### src/rtl/rr_select8.sv
// Round-robin issue selector for eight requesters: holds a registered grant
// (index + one-hot) until a valid/ready transfer, then rotates priority.
module rr_select8 (
  input  logic       clk,
  input  logic       reset,
  input  logic [7:0] req,
  input  logic       flush,
  input  logic       grant_ready,
  output logic       grant_valid,
  output logic [2:0] grant_addr,
  output logic [7:0] grant_onehot,
  output logic       dbg_state
);

  // Handshake: a transfer happens at every rising edge where grant_valid and
  // grant_ready are both 1; grant_addr/grant_onehot are frozen while
  // grant_valid=1 and grant_ready=0, and grant_ready has no effect while idle.

  typedef enum logic {
    IDLE = 1'b0,
    HOLD = 1'b1
  } state_e;

  state_e     state;
  state_e     state_nxt;
  logic [2:0] ptr;
  logic [2:0] ptr_nxt;
  logic [2:0] addr_nxt;
  logic [7:0] onehot_nxt;
  logic [7:0] masked;
  logic       handshake;
  logic       hit;
  logic [2:0] hit_idx;
  logic [2:0] scan_idx;

  assign handshake = (state == HOLD) && grant_ready;
  assign ptr_nxt   = handshake ? grant_addr + 3'd1 : ptr;

  // The requester just served cannot drop its bit in time, so it is masked
  // out of the search for the transfer edge only.
  always_comb begin
    masked = req;
    if (handshake) begin
      masked[grant_addr] = 1'b0;
    end
  end

  // First set bit of the masked vector, scanning upward from the new pointer.
  always_comb begin
    hit      = 1'b0;
    hit_idx  = 3'd0;
    scan_idx = 3'd0;
    for (int i = 0; i < 8; i++) begin
      scan_idx = ptr_nxt + 3'(i);
      if (!hit && masked[scan_idx]) begin
        hit     = 1'b1;
        hit_idx = scan_idx;
      end
    end
  end

  // grant_addr is parked at 0 whenever no grant is held.
  always_comb begin
    state_nxt  = state;
    addr_nxt   = grant_addr;
    onehot_nxt = grant_onehot;
    if (flush) begin
      state_nxt  = IDLE;
      addr_nxt   = 3'd0;
      onehot_nxt = 8'h00;
    end else begin
      case (state)
        IDLE: begin
          if (hit) begin
            state_nxt  = HOLD;
            addr_nxt   = hit_idx;
            onehot_nxt = 8'h01 << hit_idx;
          end
        end
        HOLD: begin
          if (handshake) begin
            if (hit) begin
              state_nxt  = HOLD;
              addr_nxt   = hit_idx;
              onehot_nxt = 8'h01 << hit_idx;
            end else begin
              state_nxt  = IDLE;
              addr_nxt   = 3'd0;
              onehot_nxt = 8'h00;
            end
          end
        end
        default: begin
          state_nxt  = IDLE;
          addr_nxt   = 3'd0;
          onehot_nxt = 8'h00;
        end
      endcase
    end
  end

  always_ff @(posedge clk or posedge reset) begin
    if (reset) begin
      state        <= IDLE;
      ptr          <= 3'd0;
      grant_addr   <= 3'd0;
      grant_onehot <= 8'h00;
    end else begin
      state        <= state_nxt;
      ptr          <= ptr_nxt;
      grant_addr   <= addr_nxt;
      grant_onehot <= onehot_nxt;
    end
  end

  assign grant_valid = (state == HOLD);
  assign dbg_state   = state;

endmodule

### config.mk
export PLATFORM = sky130hd
export DESIGN_NAME = rr_select8
export DESIGN_NICKNAME = d
export VERILOG_FILES = /design/src/rtl/rr_select8.sv
export SDC_FILE = /design/constraint.sdc
export NUM_CORES = 1
export LEC_CHECK = 0
export ABC_CLOCK_PERIOD_IN_PS = 11300
export CELL_PAD_IN_SITES_DETAIL_PLACEMENT = 2
export CELL_PAD_IN_SITES_GLOBAL_PLACEMENT = 2
export CORE_UTILIZATION = 35
export CTS_BUF_LIST = sky130_fd_sc_hd__clkbuf_16
export DETAILED_ROUTE_END_ITERATION = 16
export GPL_ROUTABILITY_DRIVEN = 0
export PLACE_DENSITY_LB_ADDON = 0.1
export RECOVER_POWER = 50
export SYNTH_ARGS = -nofsm -noshare
export SYNTH_HDL_FRONTEND = slang
export SYNTH_SLANG_ARGS = --single-unit
### constraint.sdc
create_clock -name clk -period 11.3 [get_ports clk]
set_input_delay 1.13 -clock clk [delete_from_list [all_inputs] [get_ports clk]]
set_output_delay 1.13 -clock clk [all_outputs]
set_load 0.01 [all_outputs]
==> results of run 1 <==
cell type report:
class,count,area [um2],share of cell area [%]
Timing Repair Buffer,24,240,11.3
Clock buffer,3,75.1,3.54
Inverter,9,33.8,1.59
Sequential cell,15,375,17.7
Tap cell,67,83.8,3.95
Clock inverter,1,3.75,0.177
Multi-Input combinational cell,183,1310,61.7
cells in the final DEF (no fill, tap or decap), drive strengths merged, types with 7 or more instances in the layout:
cell,netlist,routed
a21oi,16,16
and2,7,7
clkdlybuf4s50,0,17
dfrtp,15,15
dlygate4sd3,0,7
inv,9,10
mux2i,7,7
nand2,14,14
nand2b,7,7
nand3,18,18
nor2,16,16
o21ai,17,17
o2bb2ai,8,8
metal layers:
metal / GRT usage (%) / routed length, um / vias to the layer above / share of wire (%)
met5: 0 / 0 / - / 0
met4: 7.26 / 144 / 0 / 2.2
met3: 1.65 / 120 / 14 / 1.9
met2: 44.6 / 3120 / 35 / 48
met1: 36.9 / 3090 / 953 / 48
li1: - / - / 882 / -
power breakdown:
| part | switching (mW) | internal (mW) | total [mW] |
|---|---|---|---|
| sequential | 0.0205 | 0.0748 | 0.0953 |
| combinational | 0.320 | 0.199 | 0.518 |
| clock | 0.0194 | 0.0467 | 0.0661 |
| total | 0.360 | 0.320 | 0.680 |
stage by stage:
| step | setup WS, ns | instances | hold WS [ns] | instance area, um2 | power (mW) |
|---|---|---|---|---|---|
| detailed placement | 5.70 | 298 | 0.473 | 2040 | 0.611 |
| global placement | 5.92 | 298 | 0.472 | 2040 | 0.589 |
| CTS | 5.86 | 302 | 0.493 | 2120 | 0.684 |
| global route | 5.54 | 302 | 0.505 | 2120 | 0.733 |
| finish | 5.86 | 302 | 0.483 | 2120 | 0.680 |
| floorplan | 6.87 | 218 | 0.522 | 1790 | 0.463 |
kinds of logic after synthesis:
| kind of cell | Yosys count | share of synthesized area, % |
|---|---|---|
| buffers and inverters | 20 | 6.00 |
| XOR/XNOR | 3 | 2.93 |
| multiplexers | 12 | 8.94 |
| flip-flops | 15 | 20.9 |
| AND/OR/NAND/NOR | 74 | 22.4 |
| adder cells (fa/ha/maj) | 3 | 2.10 |
| AO/OA/AOI/OAI | 91 | 36.7 |
sequential cells by signal, indices dropped and copies added, names as in the netlist:
register      flops
dbg_state         1
grant_onehot      8
ptr               3
grant_addr        3
worst paths after layout:
| path | end | slack, ns | cells after the start |
|---|---|---|---|
| worst min register to register | grant_onehot[6] | 0.48 | 1 |
| worst min-delay path | grant_onehot[6] | 0.48 | 1 |
| max in group asynchronous | grant_onehot[7] | 9.56 | 2 |
| worst max register to register | grant_onehot[7] | 6.85 | 12 |
| min in group asynchronous | ptr[2] | 1.38 | 2 |
| worst max-delay path | grant_onehot[7] | 5.86 | 13 |
==> results.md, run 1 <==
- Final slew viol count: 0
- Peak VDD IR: 0.159 mV
- Vias per cell: 6.24
- Clock period minus worst slack: 5.44 ns
- Setup violations, final: 0
- Async SR Flop Fraction: between 90% and 100%
- Post-synthesis cell area: 1790 um2
- Clock Sinks: 15
- Status: complete, no violations
- Post-synth top area cell: dfrtp_1
- Buf/Inv on CP: 2
- Share of the synthesized area in the top cell type: 20.9%
- Avg Cell Area, Syn: ~8.2 um2
- Clock skew: 0.00161 ns
- Post-Syn Nets: 233
- CTS tree: done
- First-pass DRT Iterations: 6
- Die span in y: 73.6 um
- Synth warnings: 0
- Wire per inst: 21.5 um
- Min-Delay Path Class: flop to flop
- Root buffer cell: clkbuf_16
- Most area-consuming cells after synthesis: dfrtp_1 (21%), nand3_1 (4.7%), a21oi_1 (4.2%)
- Top Ports: 25
- Critical path cell sequence: clkdlybuf4s50_1 -> nand2_1 -> mux2_2 -> inv_1 -> ha_1 -> xnor2_4 -> mux4_2 -> a211oi_4 -> nand2_2 -> nor4_4 -> a21oi_1 -> nor2_2 -> o2bb2ai_1
- Routed Antenna Nets: 0
- WP data required: 11.45 ns
- FP Rows: 25
- Worst r2r src: dbg_state
- Syn Inst Count: 218
- Slew @ Worst Pin: between 0.6 and 0.7 ns
- Synthesized flop and latch total: 15
- Slew margin rel.: 57.3%
- TritonCTS buffer count: 3
- CP Class: input pin to flop
- Total Neg Setup Slack: 0 ns
- CP max FO: 19
- Synth-to-Final Area Change: 18.4%
- LEAKAGE: 0.834 nW
- Number of global-route vias before repair: 2039
- Diode count: 0
- Gr usage total: 26.6%
- Top-count cell post-synth: nand3_1
- Die Span X: 73.6 um
- Hold-fix buffers, CTS: 0
- Pwr/cell area: 321 nW/um2
- Hold wc startpoint: grant_onehot[6]
- Fraction of layout cells with a size suffix above 1: 9.36%
- Setup crit start: grant_ready
- # port buffers: 24
- Ys flop type: dfrtp_1
- H-tree depth reported by CTS: 1
- Clk buf depth: 2
- Maxcap violations: 0
- Crit. End Element: flop
- Fin. Hold Viols: 0
- Cell variety after synth: 62
- GRT overflow: 0
- Pin count of the biggest net entering global routing: 20
- Resized Gates After CTS: 0
- Crit start category: input pin
- Residual DRC: 0
- Cell at the slowest stage of the critical path: clkdlybuf4s50_1
- Total core area: between 4000 and 5000 um2
- Crit path max-delay family: multiplexers
- Total detailed-routing wirelength: 6.48 mm
- Critical Path Max Stage Delay: 0.66 ns
- Sequential area share after synthesis: 20.9%
- Antenna violations before repair: 0
- Iter 0 DRT Violations: 88
- First-pass GRT wire length: 11.0 mm
- Clk Latency, worst-skew pair: 0.24 ns
- RSZ-0062 raised after global routing: no
- Post-synth top cells: nand3_1 (17), a21oi_1 (15), dfrtp_1 (15), nor2_1 (15), o21ai_0 (14)
- Clock Pin Slew Worst Setup and Hold Paths: about 0.05 ns
- Nets: approximately 250
- FILL cells: 574
- EDFF count, synth: 0
- Vias: 1884
- Fin util: 44.0%
- Die footprint: 5410 um2
- Initial Util: around 37%
- Period utilization: 48.1%
- Postcts setup bufs: 0
- Worst path arrival time: 5.58 ns
- F_max: 184 MHz
- Final HPWL DP: 5.12 mm
Note: power is estimated with default switching activity, not from simulation.
==> run 2, diff against run 1 <==
--- a/config.mk
+++ b/config.mk
@@ -5,10 +5,10 @@
 export SDC_FILE = /design/constraint.sdc
 export NUM_CORES = 1
 export LEC_CHECK = 0
-export ABC_CLOCK_PERIOD_IN_PS = 11300
+export ABC_CLOCK_PERIOD_IN_PS = 5000
 export CELL_PAD_IN_SITES_DETAIL_PLACEMENT = 2
 export CELL_PAD_IN_SITES_GLOBAL_PLACEMENT = 2
-export CORE_UTILIZATION = 35
+export CORE_UTILIZATION = 30
 export CTS_BUF_LIST = sky130_fd_sc_hd__clkbuf_16
 export DETAILED_ROUTE_END_ITERATION = 16
 export GPL_ROUTABILITY_DRIVEN = 0
==> constraint.sdc (replaced) <==
create_clock -name clk -period 5 [get_ports clk]
set_input_delay 0.5 -clock clk [delete_from_list [all_inputs] [get_ports clk]]
set_output_delay 0.5 -clock clk [all_outputs]
set_load 0.01 [all_outputs]
==> run 2 against run 1 <==
Compared with the run above:
- sequential share of layout area is 0.54 points lower
- final area is 3.1% higher
- routed wire length is 5.1% higher
- critical path type unchanged
- critical path depth stayed put
- highest routed layer unchanged
- clock-buffer cell count stayed put
- worst setup slack worse by 5.5 ns
- sequential power is 130% higher
- via count is 3.2% higher
- critical endpoint is now grant_onehot[3]
- first-iteration DRC count is 52% higher
==> results.md, run 2 (same netlist as run 1, synthesis figures left out) <==
- Hold-fix buffers, CTS: 0 (unchanged)
- Reg2reg end: grant_onehot[3]
- GRT overflow: 0 (unchanged)
- Min-Delay Path Class: flop to flop
- WP data required: 5.17 ns (-6.28 ns)
- Antenna violations before repair: 0 (unchanged)
- Worst r2r path cells: 12 (unchanged)
- Diode count: 0 (unchanged)
- Routed Antenna Nets: 0 (unchanged)
- Placed Cells incl. Taps: 311 (+4.4%)
- Wire per inst: 21.6 um (+0.80%)
- Top Ports: 25 (unchanged)
- Worst path arrival time: 4.77 ns (-0.81 ns)
- Number of global-route vias before repair: 2104 (+3.2%)
- Slew @ Worst Pin: 0.608 ns (-0.0328 ns)
- Residual DRC: 0 (unchanged)
- FP Rows: 27 (+8.0%)
- Status: complete, no violations
- R2R setup slack: 0.76 ns (-6.09 ns)
- Critical path cell sequence: clkdlybuf4s50_1 -> nand2_1 -> mux2_2 -> ha_1 -> inv_1 -> xnor2_2 -> mux4_2 -> o21ai_0 -> a211oi_1 -> o21ai_0 -> o21ai_0 -> nand2b_1 -> o2bb2ai_1
- FILL cells: 627 (+9.2%)
- Fraction of layout cells with a size suffix above 1: 12.3% (+3.0 points)
- Cell at the slowest stage of the critical path: clkdlybuf4s50_1
- Clock Sinks: 15 (unchanged)
- CP max FO: 19 (unchanged)
- Slew margin rel.: 59.5% (+2.2 points)
- # port buffers: 24 (unchanged)
- TritonCTS buffer count: 3 (unchanged)
- Postcts setup bufs: 0 (unchanged)
- Post-Layout Cell Count: 315 (+4.3%)
- Crit start category: input pin
- Max reg flops: 8 (unchanged)
- Clk buf depth: 2 (unchanged)
- Final WS setup: 0.398 ns (-5.47 ns)
- Hold depth: 1 (unchanged)
- First-pass DRT Iterations: 4 (-2)
- CTS tree: done
- Fin util: 38.8% (-5.3 points)
- Total detailed-routing wirelength: 6.81 mm (+5.1%)
- Vias: 1944 (+3.2%)
- Total Neg Setup Slack: 0 ns (unchanged)
- Critical Path Max Stage Delay: 0.68 ns (+0.02 ns)
- Pre-CTS setup slack: 0.234 ns (-5.47 ns)
- Clk Latency, worst-skew pair: 0.24 ns (about the same)
- Crit-path most repeated cell: o21ai_0
- Most flops, register: grant_onehot
- CP Class: input pin to flop
- Setup violations, final: 0 (unchanged)
- Worst r2r src: dbg_state
- Peak VDD IR: 0.300 mV (+89%)
- Nets: 259 (+3.2%)
- Gr usage total: 23.4% (-3.2 points)
- Resized Gates After CTS: 0 (unchanged)
- Clock period minus worst slack: between 4 and 5 ns
- Die span in y: 79.3 um (+7.8%)
- LEAKAGE: 0.873 nW (+4.7%)
- Crit. End Element: flop
- Pwr/cell area: 736 nW/um2 (+130%)
- CP Capture Point: grant_onehot[3]
- Root buffer cell: clkbuf_16
- Vias per cell: 6.17 (-1.1%)
- Maxcap violations: 0 (unchanged)
- Clock skew: 0.00194 ns (+0.000334 ns)
- Clock Pin Slew Worst Setup and Hold Paths: 0.05 ns (about the same)
- Seq. cell area: 375 um2 (unchanged)
- Total core area: 5640 um2 (+17%)
- H-tree depth reported by CTS: 1 (unchanged)
- Largest registers: grant_onehot (8), grant_addr (3), ptr (3)
- Final slew viol count: 0 (unchanged)
- Fin. Hold Viols: 0 (unchanged)
- Setup crit start: grant_ready
- Iter 0 DRT Violations: 134 (+52%)
- Synth-to-Final Area Change: 22.1%
- Pwr Total: 1.61 mW (+140%)
- Die footprint: 6290 um2 (+16%)
- F_max: 217 MHz
- Final HPWL DP: 5.45 mm (+6.4%)
- Period utilization: between 90% and 100%
- First-pass GRT wire length: 11.2 mm (+2.0%)
- RSZ-0062 raised after global routing: no
- Initial Util: 31.8% (-5.4 points)
- Area of the multi-input gates: 1310 um2 (unchanged)
- Pin count of the biggest net entering global routing: 20 (unchanged)
- Most frequent cells in the layout: nand3_1 (17), clkdlybuf4s50_1 (17), a21oi_1 (15), nor2_1 (15), dfrtp_1 (15)
- Die Span X: 79.3 um (+7.8%)
-- run 2: cell types whose count changed in the layout (fill, tap and decap cells not counted) --
cell   before  now
buf_4       0    8
-- run 2: per-layer routing --
| metal | part of all wire (%) | wire, um | global-route usage [%] | vias to the layer above |
|---|---|---|---|---|
| met3 | 2.3 | 158 | 1.61 | 11 |
| met1 | 45 | 3100 | 30.1 | 995 |
| met2 | 50 | 3430 | 40.9 | 44 |
| li1 | - | - | - | 894 |
| met5 | 0 | 0 | 0 | - |
| met4 | 1.9 | 127 | 8.36 | 0 |
-- run 2: where the power goes --
group          internal [mW]  switching [mW]
Combinational          0.487           0.756
Clock                  0.106          0.0468
Sequential             0.169          0.0459
Total                  0.761           0.848
-- run 2: worst min path at each step --
stage	from	endpoint
final	grant_onehot[0]	grant_onehot[0]
after global routing	grant_onehot[0]	grant_onehot[0]
after CTS	grant_onehot[0]	grant_onehot[0]
after detailed placement	grant_onehot[0]	grant_onehot[0]
after global placement	grant_onehot[6]	grant_onehot[6]
after floorplan	reset	dbg_state
-- run 2: worst max-delay path, delay by kind of cell --
kind | cells | cell delay [ns]
AOI/OAI and AO/OA | 5 | 1.11
adders and majority gates | 1 | 0.36
buffers and inverters | 2 | 0.83
xor gates and xnor gates | 1 | 0.28
and+or+nand+nor | 2 | 0.50
muxes | 2 | 1.18
-- run 2: metrics by stage --
| stage | hold slack (ns) | area (um2) |
|---|---|---|
| CTS | 0.493 | 2190 |
| floorplan | 0.401 | 1790 |
| finish | 0.482 | 2190 |
| global placement | 0.474 | 2110 |
| detailed placement | 0.479 | 2110 |
| global route | 0.517 | 2190 |
-- run 2: final cells by class --
class | instances | share of cell area (%)
multi-input cells | 183 | 59.8
flip-flops and latches | 15 | 17.2
clock inverters | 1 | 0.172
repair buffers | 32 | 13.7
inverters | 9 | 1.54
clock buffers | 3 | 3.43
well taps | 72 | 4.12
==> run 3, diff against run 2 <==
--- a/config.mk
+++ b/config.mk
@@ -5,14 +5,14 @@
 export SDC_FILE = /design/constraint.sdc
 export NUM_CORES = 1
 export LEC_CHECK = 0
-export ABC_CLOCK_PERIOD_IN_PS = 5000
+export ABC_CLOCK_PERIOD_IN_PS = 4280
 export CELL_PAD_IN_SITES_DETAIL_PLACEMENT = 2
 export CELL_PAD_IN_SITES_GLOBAL_PLACEMENT = 2
-export CORE_UTILIZATION = 30
+export CORE_UTILIZATION = 33
 export CTS_BUF_LIST = sky130_fd_sc_hd__clkbuf_16
 export DETAILED_ROUTE_END_ITERATION = 16
 export GPL_ROUTABILITY_DRIVEN = 0
-export PLACE_DENSITY_LB_ADDON = 0.1
+export PLACE_DENSITY = 0.91
 export RECOVER_POWER = 50
 export SYNTH_ARGS = -nofsm -noshare
 export SYNTH_HDL_FRONTEND = slang
==> constraint.sdc (replaced) <==
create_clock -name clk -period 4.28 [get_ports clk]
set_input_delay 0.428 -clock clk [delete_from_list [all_inputs] [get_ports clk]]
set_output_delay 0.428 -clock clk [all_outputs]
set_load 0.01 [all_outputs]
==> run 3 against run 2 <==
Compared with the run above:
- sequential share of layout area down 0.29 points
- via count down 0.46%
- flip-flop and latch count unchanged
- total power up 19%
- critical endpoint is now grant_onehot[2]
- largest cell class unchanged
- largest power group unchanged
==> results.md, run 3 (same netlist as run 1, synthesis figures left out) <==
- Total detailed-routing wirelength: 6.97 mm (+2.3%)
- Clk Latency, worst-skew pair: 0.25 ns (about the same)
- Final HPWL DP: 5.50 mm (+1.0%)
- Max reg flops: 8 (unchanged)
- Worst r2r path cells: 12 (unchanged)
- Nets: 264 (+1.9%)
- Diode count: 0 (unchanged)
- Pwr/cell area: 859 nW/um2 (+17%)
- Fin util: 43.0% (+4.2 points)
- Wire per inst: 21.9 um (+1.3%)
- Vias: 1935 (-0.46%)
- Largest registers: grant_onehot (8), grant_addr (3), ptr (3)
- Hold depth: 1 (unchanged)
- H-tree depth reported by CTS: 1 (unchanged)
- Final WS setup: 0.268 ns (-0.130 ns)
- Fin. Hold Viols: 0 (unchanged)
- Endpoint, Worst Hold: grant_onehot[7]
- Min-Delay Path Class: flop to flop
- Power share of the clock group: 9.5% (about the same)
- Clock Pin Slew Worst Setup and Hold Paths: 0.05 ns (about the same)
- Maxcap violations: 0 (unchanged)
- Number of global-route vias before repair: 2164 (+2.9%)
- Routed Antenna Nets: 0 (unchanged)
- TritonCTS buffer count: 3 (unchanged)
- F_max: 249 MHz
- Peak VDD IR: 0.374 mV (+25%)
- First-pass DRT Iterations: 4 (unchanged)
- Worst path arrival time: 4.16 ns (-0.61 ns)
- Period utilization: 93.7%
- Pin count of the biggest net entering global routing: 17 (-15%)
- Clk buf depth: 2 (unchanged)
- FILL cells: 586 (-6.5%)
- Die Span X: 75.7 um (-4.5%)
- Status: complete, no violations
- WP data required: 4.43 ns (-0.74 ns)
- Setup violations, final: 0 (unchanged)
- Final slew viol count: 0 (unchanged)
- Initial Util: 34.6% (+2.9 points)
- Clock skew: 0.00381 ns (+0.00186 ns)
- Psw: 0.998 mW (+18%)
- GRT overflow: 0 (unchanged)
- Synth-to-Final Area Change: 24.2%
- Root buffer cell: clkbuf_16
- Fraction of layout cells with a size suffix above 1: 14.5% (+2.2 points)
- Clock period minus worst slack: approximately 4.0 ns
- # port buffers: 24 (unchanged)
- Cell Area, Placed: 2140 um2 (+1.7%)
- Slew @ Worst Pin: 0.618 ns (+0.0107 ns)
- Hold wc startpoint: grant_onehot[7]
- Slew margin rel.: 58.8% (-0.71 points)
- Top Ports: 25 (unchanged)
- Seq pwr share: 13.3% (about the same)
- Power Internal: 0.914 mW (+20%)
- Iter 0 DRT Violations: 132 (-1.5%)
- Reg2reg end: grant_onehot[2]
- Most flops, register: grant_onehot
- RSZ-0062 raised after global routing: no
- Sw Ratio: 52.2% (-0.49 points)
- Finished layout cell area: 2220 um2 (+1.7%)
- Die footprint: 5730 um2 (-8.9%)
- R2R setup slack: 0.38 ns (-0.38 ns)
- Die span in y: 75.7 um (-4.5%)
- First-pass GRT wire length: 11.3 mm (+0.49%)
- Crit start category: input pin
- LEAKAGE: 0.890 nW (+1.9%)
- Residual DRC: 0 (unchanged)
- Total core area: 5170 um2 (-8.3%)
- CTS tree: done
- Gr usage total: 27.0% (+3.6 points)
- Antenna violations before repair: 0 (unchanged)
- FP Rows: 26 (-3.7%)
- Pre-CTS setup slack: -0.0451 ns (-0.280 ns)
- Vias per cell: 6.08 (-1.4%)
- Commonest non-fill, non-tap cell in the layout: clkdlybuf4s50_1
- Setup crit start: grant_ready
- CP Class: input pin to flop
- Pwr Total: 1.91 mW (+19%)
- Clock Sinks: 15 (unchanged)
- Comb power frac: 77.1% (about the same)
- CP max FO: 8 (-11)
- Worst r2r src: grant_addr[1]
- Most frequent cells in the layout: clkdlybuf4s50_1 (19), nand3_1 (17), a21oi_1 (15), dfrtp_1 (15), nor2_1 (14)
- Crit. End Element: flop
[run 3: how the worst max path moves through the flow]
stage	to	depth (start not counted)
2_1_floorplan	grant_onehot[5]	14
3_3_place_gp	grant_onehot[7]	12
3_5_place_dp	grant_onehot[3]	12
4_1_cts	grant_onehot[2]	12
5_1_grt	grant_onehot[1]	15
6_report	grant_onehot[2]	13
[run 3: repair_timing]
action	4_1_cts	5_1_grt
resized for setup	0	2
hold buffers	0	0
endpoints found under the setup margin	0	9
buffers inserted	0	0
[run 3: worst max-delay path: stages]
cell and delay, ns:
clkdlybuf4s50_1 0.53, nand2_1 0.15, mux2_2 0.41, inv_1 0.11, ha_1 0.31, xnor2_4 0.16, mux4_2 0.61, a211oi_4 0.24
nand2_2 0.14, nor4_4 0.43, a21oi_1 0.16, nor2_2 0.30, o2bb2ai_1 0.19
[run 3: final cells by class]
| cell class | instances | area (um2) | area share [%] |
|---|---|---|---|
| clock buffers | 3 | 75.1 | 3.37 |
| clock inverters | 1 | 3.75 | 0.169 |
| inverters | 9 | 33.8 | 1.52 |
| multi-input cells | 183 | 1310 | 58.9 |
| flip-flops and latches | 15 | 375 | 16.9 |
| well taps | 70 | 87.6 | 3.94 |
| repair buffers | 37 | 338 | 15.2 |
[run 3: power groups by stage]
stage                     combinational (mW)  sequential [mW]  clock, mW
after floorplan                        0.968            0.254          0
after global placement                  1.39            0.253          0
after detailed placement                1.46            0.256          0
after CTS                               1.47            0.257      0.185
after global routing                    1.59            0.263      0.191
final                                   1.47            0.255      0.183
[run 3: layer usage]
layer | global-route usage [%] | vias to the layer above | wire [um]
met4 | 9.67 | 0 | 146
met1 | 34.8 | 967 | 3150
met2 | 46.6 | 51 | 3460
li1 | - | 902 | -
met5 | 0 | - | 0
met3 | 3.31 | 15 | 213
[run 3: through the flow]
stage          hold slack, ns  TNS, ns  instances
2_1_floorplan           0.329        0        218
3_3_place_gp            0.471        0        314
3_5_place_dp            0.473   -0.158        314
4_1_cts                 0.497        0        318
5_1_grt                 0.500        0        318
6_report                0.485        0        318
